### config.mk
export PLATFORM = sky130hd
export DESIGN_NAME = eth_mii_rx_fcs_check
export DESIGN_NICKNAME = d
export VERILOG_FILES = /design/src/rtl/eth_rx_pkg.sv /design/src/rtl/eth_crc32_nibble_chk.sv /design/src/rtl/eth_mii_rx_fcs_check.sv
export SDC_FILE = /design/constraint.sdc
export NUM_CORES = 1
export LEC_CHECK = 0
export BUFFER_PORTS_ARGS = -buffer_cell sky130_fd_sc_hd__clkbuf_2
export CAP_MARGIN = 20
export CORE_MARGIN = 8
export CORE_UTILIZATION = 40
export DETAILED_ROUTE_END_ITERATION = 6
export PLACE_DENSITY_LB_ADDON = 0.08
export REMOVE_ABC_BUFFERS = 1
export SYNTH_ARGS = -nofsm -noshare
export SYNTH_HDL_FRONTEND = slang
export SYNTH_HIERARCHICAL = 1
export SYNTH_SLANG_ARGS = --single-unit
### constraint.sdc
create_clock -name clk -period 2.27 [get_ports clk]
set_input_delay 0.3405 -clock clk [delete_from_list [all_inputs] [get_ports clk]]
set_output_delay 0.3405 -clock clk [all_outputs]
set_load 0.02 [all_outputs]
### src/rtl/eth_rx_pkg.sv
// Shared constants and types for the MII receive FCS checker.
// CRC constants describe an MSB-shifting register fed LSB-first bits.
package eth_rx_pkg;

  typedef enum logic [2:0] {
    WAIT_IDLE,
    IDLE,
    PREAMBLE,
    DATA,
    END
  } rx_state_t;

  localparam logic [3:0]  PREAMBLE_NIB = 4'h5;
  localparam logic [3:0]  SFD_HI_NIB   = 4'hD;

  localparam logic [31:0] CRC_POLY    = 32'h04C1_1DB7;
  localparam logic [31:0] CRC_INIT    = 32'hFFFF_FFFF;
  localparam logic [31:0] CRC_RESIDUE = 32'hC704_DD7B;

  localparam int BCNT_W = 11;
  localparam logic [BCNT_W-1:0] BCNT_MAX = '1;

endpackage

### src/rtl/eth_crc32_nibble_chk.sv
// Registered CRC32 over one MII nibble per enabled cycle, rxd[0] applied first.
// residue_ok reflects the current register, so it is valid the cycle after the last update.
module eth_crc32_nibble_chk
  import eth_rx_pkg::*;
(
  input  logic        clk,
  input  logic        rst,
  input  logic        init,
  input  logic        en,
  input  logic [3:0]  d,
  output logic [31:0] crc,
  output logic        residue_ok
);

  function automatic logic [31:0] crc_step(input logic [31:0] c_in, input logic [3:0] nib);
    logic [31:0] c;
    logic        fb;
    c = c_in;
    for (int i = 0; i < 4; i++) begin
      fb = c[31] ^ nib[i];
      c  = {c[30:0], 1'b0} ^ (fb ? CRC_POLY : 32'h0);
    end
    return c;
  endfunction

  always_ff @(posedge clk) begin
    if (rst) begin
      crc <= CRC_INIT;
    end else if (init) begin
      crc <= CRC_INIT;
    end else if (en) begin
      crc <= crc_step(crc, d);
    end
  end

  assign residue_ok = (crc == CRC_RESIDUE);

endmodule

### src/rtl/eth_mii_rx_fcs_check.sv
// MII RX: strips preamble/SFD, assembles bytes, checks CRC32 and length, drops the FCS.
// Payload is held 5 bytes deep so the FCS never leaves; status lands the cycle after rx_dv falls.
module eth_mii_rx_fcs_check
  import eth_rx_pkg::*;
#(
  parameter int MIN_FRAME_BYTES = 64,
  parameter int MAX_FRAME_BYTES = 1518,
  parameter int ERR_CNT_W       = 16
) (
  input  logic                 clk,
  input  logic                 rst,
  input  logic                 mii_rx_dv,
  input  logic                 mii_rx_er,
  input  logic [3:0]           mii_rxd,
  output logic                 m_valid,
  output logic [7:0]           m_data,
  output logic                 m_last,
  output logic                 m_good,
  output logic                 stat_done,
  output logic                 stat_crc_err,
  output logic                 stat_rx_err,
  output logic                 stat_align_err,
  output logic                 stat_runt,
  output logic                 stat_too_long,
  output logic [ERR_CNT_W-1:0] crc_err_cnt
);

  localparam logic [BCNT_W-1:0] MIN_L = BCNT_W'(MIN_FRAME_BYTES);
  localparam logic [BCNT_W-1:0] MAX_L = BCNT_W'(MAX_FRAME_BYTES);

  rx_state_t         state;
  logic              phase;
  logic [3:0]        lo_q;
  logic [39:0]       pipe;
  logic [2:0]        pcnt;
  logic [BCNT_W-1:0] byte_cnt;
  logic              rx_err_q;
  logic [31:0]       crc_state;
  logic [31:0]       byte_crc_q;
  logic              crc_ok;
  logic              crc_init;
  logic              crc_en;

  assign crc_init = (state == PREAMBLE) && mii_rx_dv && (mii_rxd == SFD_HI_NIB);
  assign crc_en   = (state == DATA) && mii_rx_dv;

  eth_crc32_nibble_chk u_crc (
    .clk        (clk),
    .rst        (rst),
    .init       (crc_init),
    .en         (crc_en),
    .d          (mii_rxd),
    .crc        (crc_state),
    .residue_ok (crc_ok)
  );

  // A dangling nibble has already been folded into the live CRC, so judge the
  // frame on the snapshot taken at the last byte boundary instead.
  logic pipe_full, crc_ok_now, f_crc_err, f_rx_err, f_runt, f_too_long, f_good;
  assign pipe_full  = (pcnt == 3'd5);
  assign crc_ok_now = phase ? (byte_crc_q == CRC_RESIDUE) : crc_ok;
  assign f_crc_err  = pipe_full & ~crc_ok_now;
  assign f_rx_err   = rx_err_q | mii_rx_er;
  assign f_runt     = ~pipe_full | (byte_cnt < MIN_L);
  assign f_too_long = (byte_cnt > MAX_L);
  assign f_good     = ~(f_crc_err | f_rx_err | phase | f_runt | f_too_long);

  always_ff @(posedge clk) begin
    if (rst) begin
      state          <= WAIT_IDLE;
      phase          <= 1'b0;
      lo_q           <= '0;
      pipe           <= '0;
      pcnt           <= '0;
      byte_cnt       <= '0;
      rx_err_q       <= 1'b0;
      byte_crc_q     <= '0;
      m_valid        <= 1'b0;
      m_data         <= '0;
      m_last         <= 1'b0;
      m_good         <= 1'b0;
      stat_done      <= 1'b0;
      stat_crc_err   <= 1'b0;
      stat_rx_err    <= 1'b0;
      stat_align_err <= 1'b0;
      stat_runt      <= 1'b0;
      stat_too_long  <= 1'b0;
      crc_err_cnt    <= '0;
    end else begin
      m_valid        <= 1'b0;
      m_last         <= 1'b0;
      m_good         <= 1'b0;
      stat_done      <= 1'b0;
      stat_crc_err   <= 1'b0;
      stat_rx_err    <= 1'b0;
      stat_align_err <= 1'b0;
      stat_runt      <= 1'b0;
      stat_too_long  <= 1'b0;
      case (state)
        WAIT_IDLE: if (!mii_rx_dv) state <= IDLE;
        IDLE: if (mii_rx_dv) state <= (mii_rxd == PREAMBLE_NIB) ? PREAMBLE : WAIT_IDLE;
        PREAMBLE: begin
          if (!mii_rx_dv) begin
            state <= IDLE;
          end else if (mii_rxd == SFD_HI_NIB) begin
            state    <= DATA;
            phase    <= 1'b0;
            pcnt     <= '0;
            byte_cnt <= '0;
            rx_err_q <= 1'b0;
          end else if (mii_rxd != PREAMBLE_NIB) begin
            state <= WAIT_IDLE;
          end
        end
        DATA: begin
          if (!phase) byte_crc_q <= crc_state;
          if (mii_rx_er) rx_err_q <= 1'b1;
          if (mii_rx_dv) begin
            phase <= ~phase;
            if (!phase) begin
              lo_q <= mii_rxd;
            end else begin
              pipe <= {pipe[31:0], mii_rxd, lo_q};
              if (pipe_full) begin
                m_valid <= 1'b1;
                m_data  <= pipe[39:32];
              end else begin
                pcnt <= pcnt + 3'd1;
              end
              if (byte_cnt != BCNT_MAX) byte_cnt <= byte_cnt + 1'b1;
            end
          end else begin
            state          <= END;
            stat_done      <= 1'b1;
            stat_crc_err   <= f_crc_err;
            stat_rx_err    <= f_rx_err;
            stat_align_err <= phase;
            stat_runt      <= f_runt;
            stat_too_long  <= f_too_long;
            m_valid        <= pipe_full;
            m_last         <= pipe_full;
            m_good         <= pipe_full & f_good;
            if (pipe_full) m_data <= pipe[39:32];
            if (f_crc_err && !(&crc_err_cnt)) crc_err_cnt <= crc_err_cnt + 1'b1;
          end
        end
        END:     state <= IDLE;
        default: state <= WAIT_IDLE;
      endcase
    end
  end

endmodule

# ---- Yosys cells after proc, flatten, opt, wreduce, memory -nomap -nowiden
# Index checks and enable logic that the tools add are counted.
dict set report classes {
  addsub 3
  magnitude_cmp 2
  n_eq_ne 23
  muxes 38
  n_bitwise 22
  n_reduce_logical 21
}
# op count
set ops {}
lappend ops {{$xor 32x32->32} 4}
lappend ops {{$mux 27} 4}
lappend ops {{$eq 32x32->1 const B} 2}
lappend ops {{$mux 11} 5}
lappend ops {{$mux 3} 11}
lappend ops {{$mux 8} 3}
lappend ops {{$pmux 11 s2} 1}
lappend ops {{$add 16x1->16 const B} 1}
lappend ops {{$ne 2x2->1 const B} 8}
lappend ops {{$reduce_and 16->1} 1}
lappend ops {{$pmux 3 s5} 1}
lappend ops {{$reduce_and 4->1} 3}
lappend ops {{$reduce_and 6->1} 2}
lappend ops {{$add 11x1->11 const B} 1}
lappend ops {{$gt 11x11->1 const B} 1}
lappend ops {{$lt 11x7->1 const B} 1}
lappend ops {{$ne 11x11->1 const B} 1}
lappend ops {{$mux 1} 9}
lappend ops {{$reduce_and 3->1} 3}
lappend ops {{$eq 3x2->1 const B} 2}
lappend ops {{$eq 3x3->1 const B} 2}
lappend ops {{$ne 2x1->1 const B} 3}
lappend ops {{$not 1->1} 6}
lappend ops {{$or 1x1->1} 6}
lappend ops {{18 further kinds} 28}
dict set report word_totals {
  reg_bits 160
  inputBits 8
  out_inout_bits 33
  elab_cells 129
}

# ---- Logic depth before layout (Yosys ltp)
dict set report logic_depth {
  ltp_word 12
  mapped_depth 10
  depth_no_buf 9
}

# ---- By module
# The synthesis kept the hierarchy.
# mod n_inst cells_per_inst area_each_um2
set modules_own_cells {}
lappend modules_own_cells {eth_mii_rx_fcs_check 1 616 5101.1}
lappend modules_own_cells {eth_crc32_nibble_chk 1 166 1592.8}

# ---- Worst setup path before layout
# No wires, ideal clock.
dict set report synth_path {
  path_type {register to register}
  start {register u_crc.crc[8]}
  end {register crc_err_cnt[6]}
  arrival_ps 2028
  t_required_ps 2149
  setup_slack_ps 121
  path_stages_with_launch 9
  n_path_buf 1
  period_less_slack_ps 2149
  path_cell_list {dfxtp_1 -> or4bb_1 -> nor4_1 -> nor2b_1 -> nor4_2 -> o21ai_1 -> buf_2 -> nor3_1 -> mux2_4}
}
dict set report synth_between {
  elab_chain_cells 6
}
# element line_no
set synth_rtl {}
lappend synth_rtl {{start: declaration} eth_crc32_nibble_chk.sv:11} ;# output logic [31:0] crc,
lappend synth_rtl {{start signal: assignment} eth_crc32_nibble_chk.sv:32} ;# crc <= crc_step(crc, d);
lappend synth_rtl {{$eq 32x32->1} eth_crc32_nibble_chk.sv:36} ;# assign residue_ok = (crc == CRC_RESIDUE);
lappend synth_rtl {{named net crc_ok} eth_mii_rx_fcs_check.sv:40} ;# logic crc_ok;
lappend synth_rtl {{$mux 1} eth_mii_rx_fcs_check.sv:61} ;# assign crc_ok_now = phase ? (byte_crc_q == CRC_RESIDUE) : crc_ok;
lappend synth_rtl {{$not 1->1} eth_mii_rx_fcs_check.sv:62} ;# assign f_crc_err = pipe_full & ~crc_ok_now;
lappend synth_rtl {{$and 1x1->1} eth_mii_rx_fcs_check.sv:62}
lappend synth_rtl {{$logic_and 1x1->1} eth_mii_rx_fcs_check.sv:144} ;# if (f_crc_err && !(&crc_err_cnt)) crc_err_cnt <= crc_err_cnt + 1'b1;
lappend synth_rtl {{$reduce_and 3->1 (no source line)} n/a}
lappend synth_rtl {{end signal: assignment} eth_mii_rx_fcs_check.sv:144}
lappend synth_rtl {{end: declaration} eth_mii_rx_fcs_check.sv:25} ;# output logic [ERR_CNT_W-1:0] crc_err_cnt
# The timed path passes the listed nets, and every way through them passes these cells.
# A chain may end at the register's enable or synchronous reset.

# ---- Worst setup path in the final report
dict set report layout_path {
  start {register u_crc.crc[7]}
  end {register crc_err_cnt[7]}
}
# The elaborated chain is that of the path after synthesis.

==> results.json <==
{
  "cts.path.max_buffers": 2,
  "power_density_nw_per_um2": 702,
  "die_w_um": 145,
  "finalWirelength_um": 16000,
  "synth_cell_types": 60,
  "vias": 5561,
  "gp_congestion": 0.808,
  "rsz0062_at_grt": "no",
  "seq_area_frac_synth_pct": 47.9,
  "relSlewSlack_pct": 57.6,
  "synthTopCellsByCount": "170 x nand2_1, 160 x dfxtp_1, 111 x a21oi_1, 58 x nor2_1, 39 x clkbuf_1",
  "dpl.hpwl_um": 11100,
  "syn_area_per_cell_um2": 8.56,
  "start_util_pct": 40.7,
  "fmax_mhz": 462,
  "synth.most_common_cell": "nand2_1",
  "io_pins": 41,
  "ant_nets": 0,
  "r2r_setup_slack_ns": 0.10,
  "numPortBuffers": 40,
  "finish.utilization_pct": 49.1,
  "cts_buffers": 17,
  "cts_max_level": 4,
  "first_iter_violations": 324,
  "startpoint_type": "flop",
  "setup_violations": 0,
  "antenna_found_initial": 0,
  "final-hold-violation-count": 0,
  "cts.sinks": 160,
  "dieArea_um2": 21100,
  "diodes": 0,
  "netlist_instances": 782,
  "min_period_ns": 2.17,
  "grt_pass1_wl_um": 26500,
  "overflow": 0,
  "yosys.area.top_type": "dfxtp_1",
  "max_cap_violations": 0,
  "grtUsageTotal_pct": 15.3,
  "wl_per_cell_um": 14.7,
  "ys_warn_count": 6,
  "worst_pin_slew_ns": 0.635,
  "synth.top_cell.area_share_pct": 47.9,
  "crit_type": "flop to flop",
  "syn-cell-area_um2": 6690,
  "drive_gt1_share_pct": 19.4,
  "synth_enable_flop_cells": 0,
  "clk_latency_ns": 0.43,
  "p_leak_nw": 2.91,
  "grt_max_degree": 42,
  "timing.hold.ws_ns": 0.172,
  "hp-class": "primary input to flop",
  "worstPathRequired_ns": 2.58,
  "finalCritPeriodShare_pct": 95.4,
  "fillers": 1608,
  "ys_seq_elements": 160,
  "drc_errors": 0,
  "row_count": 47,
  "core_um2": 16500,
  "grt_pass1_vias": 5211,
  "cts_tree": "built",
  "holdBufCountCts": 0,
  "status": "complete, no violations",
  "fin_nets": 868,
  "crit_fanout": 3,
  "critPathCaptureType": "flop",
  "cts_setup_buffers": 0,
  "dr.pass1.iters": 4,
  "cts-root-buf": "clkbuf_16",
  "ir_drop_mv": 0.555,
  "yosys-top-cells-area": "dfxtp_1 48%, nand2_1 9.5%, a21oi_1 8.3%",
  "final_max_slew_viol_count": 0,
  "viasPerCell": 5.11,
  "syn_to_final_growth_pct": 20.8,
  "die_y_um": 145,
  "ys_async_sr_fraction_pct": 0,
  "worstPathArrival_ns": 2.48,
  "ys.flop_type": "dfxtp_1",
  "cts.clk_slew.worst_paths_ns": 0.06,
  "skew_ns": 0.0101
}
## critical path, stage by stage (launching register included)
cell and delay, ns:
dfxtp_2 0.32, or4bb_4 0.55, nor4_4 0.32, nor2b_4 0.25, nor4_4 0.06, o211ai_1 0.15
nor3b_1 0.11, mux2_4 0.30
## repair_timing
action / in CTS / in global routing
setup endpoints to repair: 16 / 11
gates resized for setup: 10 / 6
gates cloned: 1 / 0
pin swaps: 2 / 2
## sequential cells by signal, summed over array words and instances (netlist names)
name,cells
stat_done,1
m_data,8
byte_cnt,11
stat_runt,1
byte_crc_q,32
m_good,1
stat_crc_err,1
pcnt,3
state,3
stat_rx_err,1
crc_err_cnt,16
u_crc/crc,32
phase,1
rx_err_q,1
stat_too_long,1
pipe,40
m_valid,1
lo_q,4
m_last,1
stat_align_err,1
## layout make-up
class	count	area, µm²	share of cell area [%]
multi-input combinational	563	3320	41.0
sequential	160	3210	39.7
timing repair buffer	102	693	8.57
clock buffer	17	425	5.26
tap	220	275	3.40
clock inverter	15	125	1.55
inverter	12	45.0	0.557
## path summary, 6_finish.rpt
kind / from / endpoint / cells past startpoint
worst max-delay path: u_crc/crc[7] / crc_err_cnt[7] / 7
worst min-delay path: mii_rx_er / stat_rx_err / 3
worst max register to register: u_crc/crc[7] / crc_err_cnt[7] / 7
worst min register to register: byte_crc_q[8] / byte_crc_q[8] / 2
## metrics by stage
stage / setup WS (ns) / area (µm²) / instances / total power [W] / TNS (ns)
CTS: 0.0228 / 8070 / 1089 / 0.00575 / 0
global route: 0.0163 / 8090 / 1089 / 0.00590 / 0
global placement: -0.252 / 7470 / 1056 / 0.00307 / -3.56
finish: 0.104 / 8090 / 1089 / 0.00568 / 0
floorplan: -0.713 / 6500 / 735 / 0.00298 / -6.48
detailed placement: -0.326 / 7470 / 1056 / 0.00307 / -4.76
## logic make-up (layout without fill, tap and decap cells)
family                   after synthesis  after routing  synth area share (%)
adder cells (fa/ha/maj)                4              4                 0.748
buffers and inverters                 59            146                  3.61
flip-flops                           160            160                  47.9
multiplexers                          20             20                  3.21
AND/OR/NAND/NOR                      326            326                  23.2
AO/OA/AOI/OAI                        174            174                  14.3
XOR/XNOR                              39             39                  7.14
## per-layer routing
| layer | share of wire, % | GRT usage (%) | wire, µm |
|---|---|---|---|
| met3 | 3.6 | 3.73 | 568 |
| met5 | 0 | 0 | 0 |
| met1 | 50 | 20.5 | 7990 |
| met4 | 1.5 | 5.78 | 237 |
| met2 | 45 | 23.4 | 7190 |
## report_power, final
| group | switching [W] | internal (W) |
|---|---|---|
| Sequential | 0.00000219 | 0.00281 |
| Combinational | 0.000120 | 0.0000792 |
| Clock | 0.00124 | 0.00143 |
| Total | 0.00136 | 0.00431 |
## placed cells by master (no fill, tap or decap), types with 8 or more instances in the layout
cell type    n
xnor2_1     21
inv_1       11
buf_4       61
nand3_1     13
nand4_1      9
nor2_1      57
clkbuf_2    39
xor2_1       8
o21ai_1     10
clkbuf_16   17
or4_1       12
o21ai_0     22
mux2i_1     17
dfxtp_1    157
a21oi_1    110
nand2_1    170
o31ai_1     12
or3_1       10
Note: power is estimated with default switching activity, not from simulation.
